### src/rtl/regfile_write_arbiter.sv
// Round-robin arbiter sharing one register-file write port between an ALU and a load path,
// with a pending-write scoreboard. Define REGFILE_ARB_FWD_EN to add the write-to-read forwarding port.
module regfile_write_arbiter #(
  parameter int DATA_W = 32,
  parameter int ADDR_W = 5,
  localparam int NUM_REGS = 2**ADDR_W
) (
  input  logic                clk,
  input  logic                rst,
  input  logic                a_valid,
  input  logic [ADDR_W-1:0]   a_reg,
  input  logic [DATA_W-1:0]   a_data,
  output logic                a_ready,
  input  logic                b_valid,
  input  logic [ADDR_W-1:0]   b_reg,
  input  logic [DATA_W-1:0]   b_data,
  output logic                b_ready,
  input  logic                issue_valid,
  input  logic [ADDR_W-1:0]   issue_reg,
  output logic                reg_write,
  output logic [ADDR_W-1:0]   write_reg,
  output logic [DATA_W-1:0]   write_data,
`ifdef REGFILE_ARB_FWD_EN
  input  logic [ADDR_W-1:0]   fwd_reg,
  output logic                fwd_hit,
  output logic [DATA_W-1:0]   fwd_data,
`endif
  output logic [NUM_REGS-1:0] busy
);

  typedef enum logic {IDLE, WRITE} state_t;

  state_t              state_reg, state_next;
  logic                last_grant_reg, last_grant_next;  // 1 = B won last
  logic [ADDR_W-1:0]   wr_idx_reg;
  logic [DATA_W-1:0]   wr_data_reg;
  logic [NUM_REGS-1:0] busy_reg, busy_next;
  logic                handshake;

  always_comb begin
    a_ready         = 1'b0;
    b_ready         = 1'b0;
    handshake       = 1'b0;
    state_next      = IDLE;
    last_grant_next = last_grant_reg;
    if (a_valid && (!b_valid || last_grant_reg))
      a_ready = 1'b1;
    if (b_valid && (!a_valid || !last_grant_reg))
      b_ready = 1'b1;
    handshake = a_ready || b_ready;
    case (state_reg)
      IDLE:    state_next = handshake ? WRITE : IDLE;
      WRITE:   state_next = handshake ? WRITE : IDLE;
      default: state_next = IDLE;
    endcase
    if (handshake)
      last_grant_next = b_ready;
    // Writes to r0 are staged like any other but never enabled.
    reg_write = (state_reg == WRITE) && (wr_idx_reg != '0);
  end

  always_ff @(posedge clk or posedge rst) begin
    if (rst) begin
      state_reg      <= IDLE;
      last_grant_reg <= 1'b1;
      wr_idx_reg     <= '0;
      wr_data_reg    <= '0;
      busy_reg       <= '0;
    end else begin
      state_reg      <= state_next;
      last_grant_reg <= last_grant_next;
      busy_reg       <= busy_next;
      if (handshake) begin
        wr_idx_reg  <= b_ready ? b_reg  : a_reg;
        wr_data_reg <= b_ready ? b_data : a_data;
      end
    end
  end

  // A new issue to a register outranks the retiring write to that same register.
  genvar gi;
  generate
    for (gi = 0; gi < NUM_REGS; gi++) begin : g_busy
      if (gi == 0) begin : g_zero
        assign busy_next[gi] = 1'b0;
      end else begin : g_bit
        assign busy_next[gi] = (issue_valid && (issue_reg == ADDR_W'(gi))) ||
                               (busy_reg[gi] && !(reg_write && (write_reg == ADDR_W'(gi))));
      end
    end
  endgenerate

  assign write_reg  = wr_idx_reg;
  assign write_data = wr_data_reg;
  assign busy       = busy_reg;

`ifdef REGFILE_ARB_FWD_EN
  assign fwd_hit  = reg_write && (write_reg == fwd_reg) && (fwd_reg != '0);
  assign fwd_data = fwd_hit ? write_data : '0;
`endif

endmodule

### config.mk
export PLATFORM = sky130hd
export DESIGN_NAME = regfile_write_arbiter
export DESIGN_NICKNAME = d
export VERILOG_FILES = /design/src/rtl/regfile_write_arbiter.sv
export SDC_FILE = /design/constraint.sdc
export NUM_CORES = 1
export LEC_CHECK = 0
export BUFFER_PORTS_ARGS = -buffer_cell sky130_fd_sc_hd__clkbuf_2
export CORE_UTILIZATION = 40
export CTS_CLUSTER_DIAMETER = 30
export DETAILED_ROUTE_END_ITERATION = 6
export PLACE_DENSITY_LB_ADDON = 0.12
export SLEW_MARGIN = 25
export SYNTH_ARGS = -nofsm -noshare
export SYNTH_HDL_FRONTEND = slang
export SYNTH_SLANG_ARGS = --single-unit
### constraint.sdc
create_clock -name clk -period 2.8 [get_ports clk]
set_input_delay 0.56 -clock clk [delete_from_list [all_inputs] [get_ports clk]]
set_output_delay 0.56 -clock clk [all_outputs]
set_load 0.02 [all_outputs]
==> results.ini <==
[placed_design]
pre_cts_ws_ps=871
dp_hpwl_mm=7.02
portBuffers=154
gp_congestion=0.743

[floorplanning]
initial_utilization=0.412
die_x_um=96.5
coreArea_mm2=0.00868
row_count=34
die_h_um=96.5
dieArea_mm2=0.00932
num_io_pins=156

[critical_path]
cp.arrival_ps=1750
crit_fanout=11
crit_family=simple AND/OR/NAND/NOR gates
cp_cell_sequence=or4_4, o21a_1, clkbuf_2
end_kind=output pin
required_ps=2240
worstSetupStartpointType=register
slowest_stage=or4_4
critPathLaunch=write_reg[1]
slowest_delay_ps=570
r2r-start=last_grant_reg
path_class=register to output pin
path_buf_inv=1

[global_route]
grt-ovfl-total=0
met1_usage=0.278
gr-usage-met2=0.323
busiest_layer=met2
grt_start_max_net_pins=40
grt_pass1_wl_mm=14.6
grtUsageMet3=0.0595
antenna_found_initial=0
grt_pass1_vias=2954
track_usage=0.209

[cts]
clkLatencyLatePin_ps=350
cts_hold_buf=0
cts_made_buffers=9
cts_tree=done
path_clk_slew_ps=80
post_cts.repair.setup_buffers=0
cts_root_buffer=clkbuf_8
cts_resized=0
h-tree-depth=3
clk_path_buf_depth=2
clock_sinks=70

[yosys]
synth_cell_types=33
synth_nets=437
yosysTopAreaCell=dfrtp_1
synth-edff-count=0
synth_flop_cell=dfrtp_1
ys_ff_latch=70
synthTopCellsByArea=dfrtp_1 48%, mux2i_1 9.0%, o21ai_0 9.0%, o21a_1 6.9%, nor3b_1 6.7%
yosysWarnings=0
syn_avg_cell_area_um2=10.1
synthArstFlopShare=1.00
ys_seq_area_frac=0.491
synthCells=353
synth_area_mm2=0.00357
synth_top_area_frac=0.483

[status]
status=complete, no violations

[min_path]
hp-class=input pin to asynchronous set/reset pin

[route]
via_count=3199
wire_per_inst_um=15.8
post-route-drc-count=0
firstDrtPassIters=4
viasPerCell=5.23
ant_nets=0
drtIter0Drc=115
wirelength_mm=9.67

[timing]
finalCritPeriodShare=0.826
setup_tns_ps=0
setup_viol=0
slew_headroom=0.500
fin_skew_ps=8.91
fmax_mhz=432
tightest_slew_ps=748
maxSlewViolCount=0
finalWorstSetupSlack_ps=486
min_period_ps=2310
grt_setup_unrepaired=no
hold_viol=0

[cells_and_area]
fin_nets=583
drive_gt1_frac=0.369
insertedDiodeCount=0
multiInputGateArea_mm2=0.00166
area_growth_syn_to_layout_pct=28.6
largest_register_ff_count=32
register_area_mm2=0.00175
fill_cells=860

[job]
maxCapViolations=0

[power]
total_leakage_power_uw=0.00212
p_per_area_mw_per_mm2=790
irDropWorstVdd_mv=0.284

synthesized netlist by cell type, drive strengths merged, types with 4 or more instances:
cell type	n
dfrtp	69
buf	14
nand3	8
mux2i	32
o21ai	66
clkbuf	12
a31oi	5
or3b	4
inv	4
nor3b	32
a21oi	32
o21a	33
nand3b	7
nand2	5
nor2	6
nand2b	8
final timing paths:
check	cells past startpoint	slack, ps	to
max in group asynchronous	3	1820	busy[29]
worst max register to register	4	1100	write_data[31]
worst max-delay path	3	490	reg_write
worst min-delay path	2	330	write_data[1]
min in group clk	2	420	write_data[14]
worst min register to register	2	510	busy[9]
cells in the final DEF, fill, tap and decap left out, types with 3 or more instances in the layout:
master / Yosys / final
nand3_1: 8 / 8
nand2b_1: 8 / 8
or2_2: 3 / 3
a21oi_1: 32 / 32
buf_4: 2 / 6
nor2_1: 6 / 6
nor3b_1: 32 / 32
clkbuf_8: 0 / 9
clkinvlp_4: 0 / 4
mux2i_1: 32 / 32
nand3b_1: 7 / 7
nand2_1: 5 / 5
o21a_1: 33 / 33
a31oi_1: 5 / 5
clkbuf_2: 2 / 154
dfrtp_1: 69 / 69
o21ai_0: 64 / 64
inv_1: 4 / 3
where the power goes:
| part | leakage (µW) | switching (µW) | internal (µW) | total, µW |
|---|---|---|---|---|
| Combinational | 0.00123 | 815 | 472 | 1290 |
| Sequential | 0.000801 | 197 | 1320 | 1510 |
| Clock | 0.0000879 | 416 | 412 | 828 |
| Total | 0.00212 | 1430 | 2200 | 3630 |
cell type report:
type                            instances  area share
Clock buffer                            9      0.0270
Sequential cell                        70       0.382
Timing Repair Buffer                  161       0.182
Inverter                                4     0.00327
Clock inverter                          7      0.0161
Multi-Input combinational cell        253       0.361
Tap cell                              108      0.0294
stage by stage:
stage | total power (µW) | util | hold slack [ps] | instance area (µm²) | std cells
5_1_grt | 3870 | 0.529 | 388 | 4590 | 612
4_1_cts | 3670 | 0.529 | 349 | 4590 | 612
3_3_place_gp | 2800 | 0.507 | 492 | 4400 | 596
2_1_floorplan | 2320 | - | 605 | 3570 | 353
6_report | 3630 | 0.529 | 330 | 4590 | 612
3_5_place_dp | 2830 | 0.507 | 500 | 4400 | 596
worst reg2reg max path, cell delays in order, from the launching register on:
cell and delay [ps]:
dfstp_2 750, nand2b_1 270, nand2_1 100, buf_4 260
o21a_1 220
cell families after synthesis:
kind of cell / synth area share
multiplexers: 0.0896
flip-flops: 0.491
AND/OR/NAND/NOR: 0.151
buffers and inverters: 0.0455
other: 0.00105
AO/OA/AOI/OAI: 0.222
layer usage:
metal	part of all wire	routed length [µm]
met1	0.44	4210
met2	0.48	4600
met3	0.077	742
met4	0.012	115
met5	0	0
Note: power is estimated with default switching activity, not from simulation.
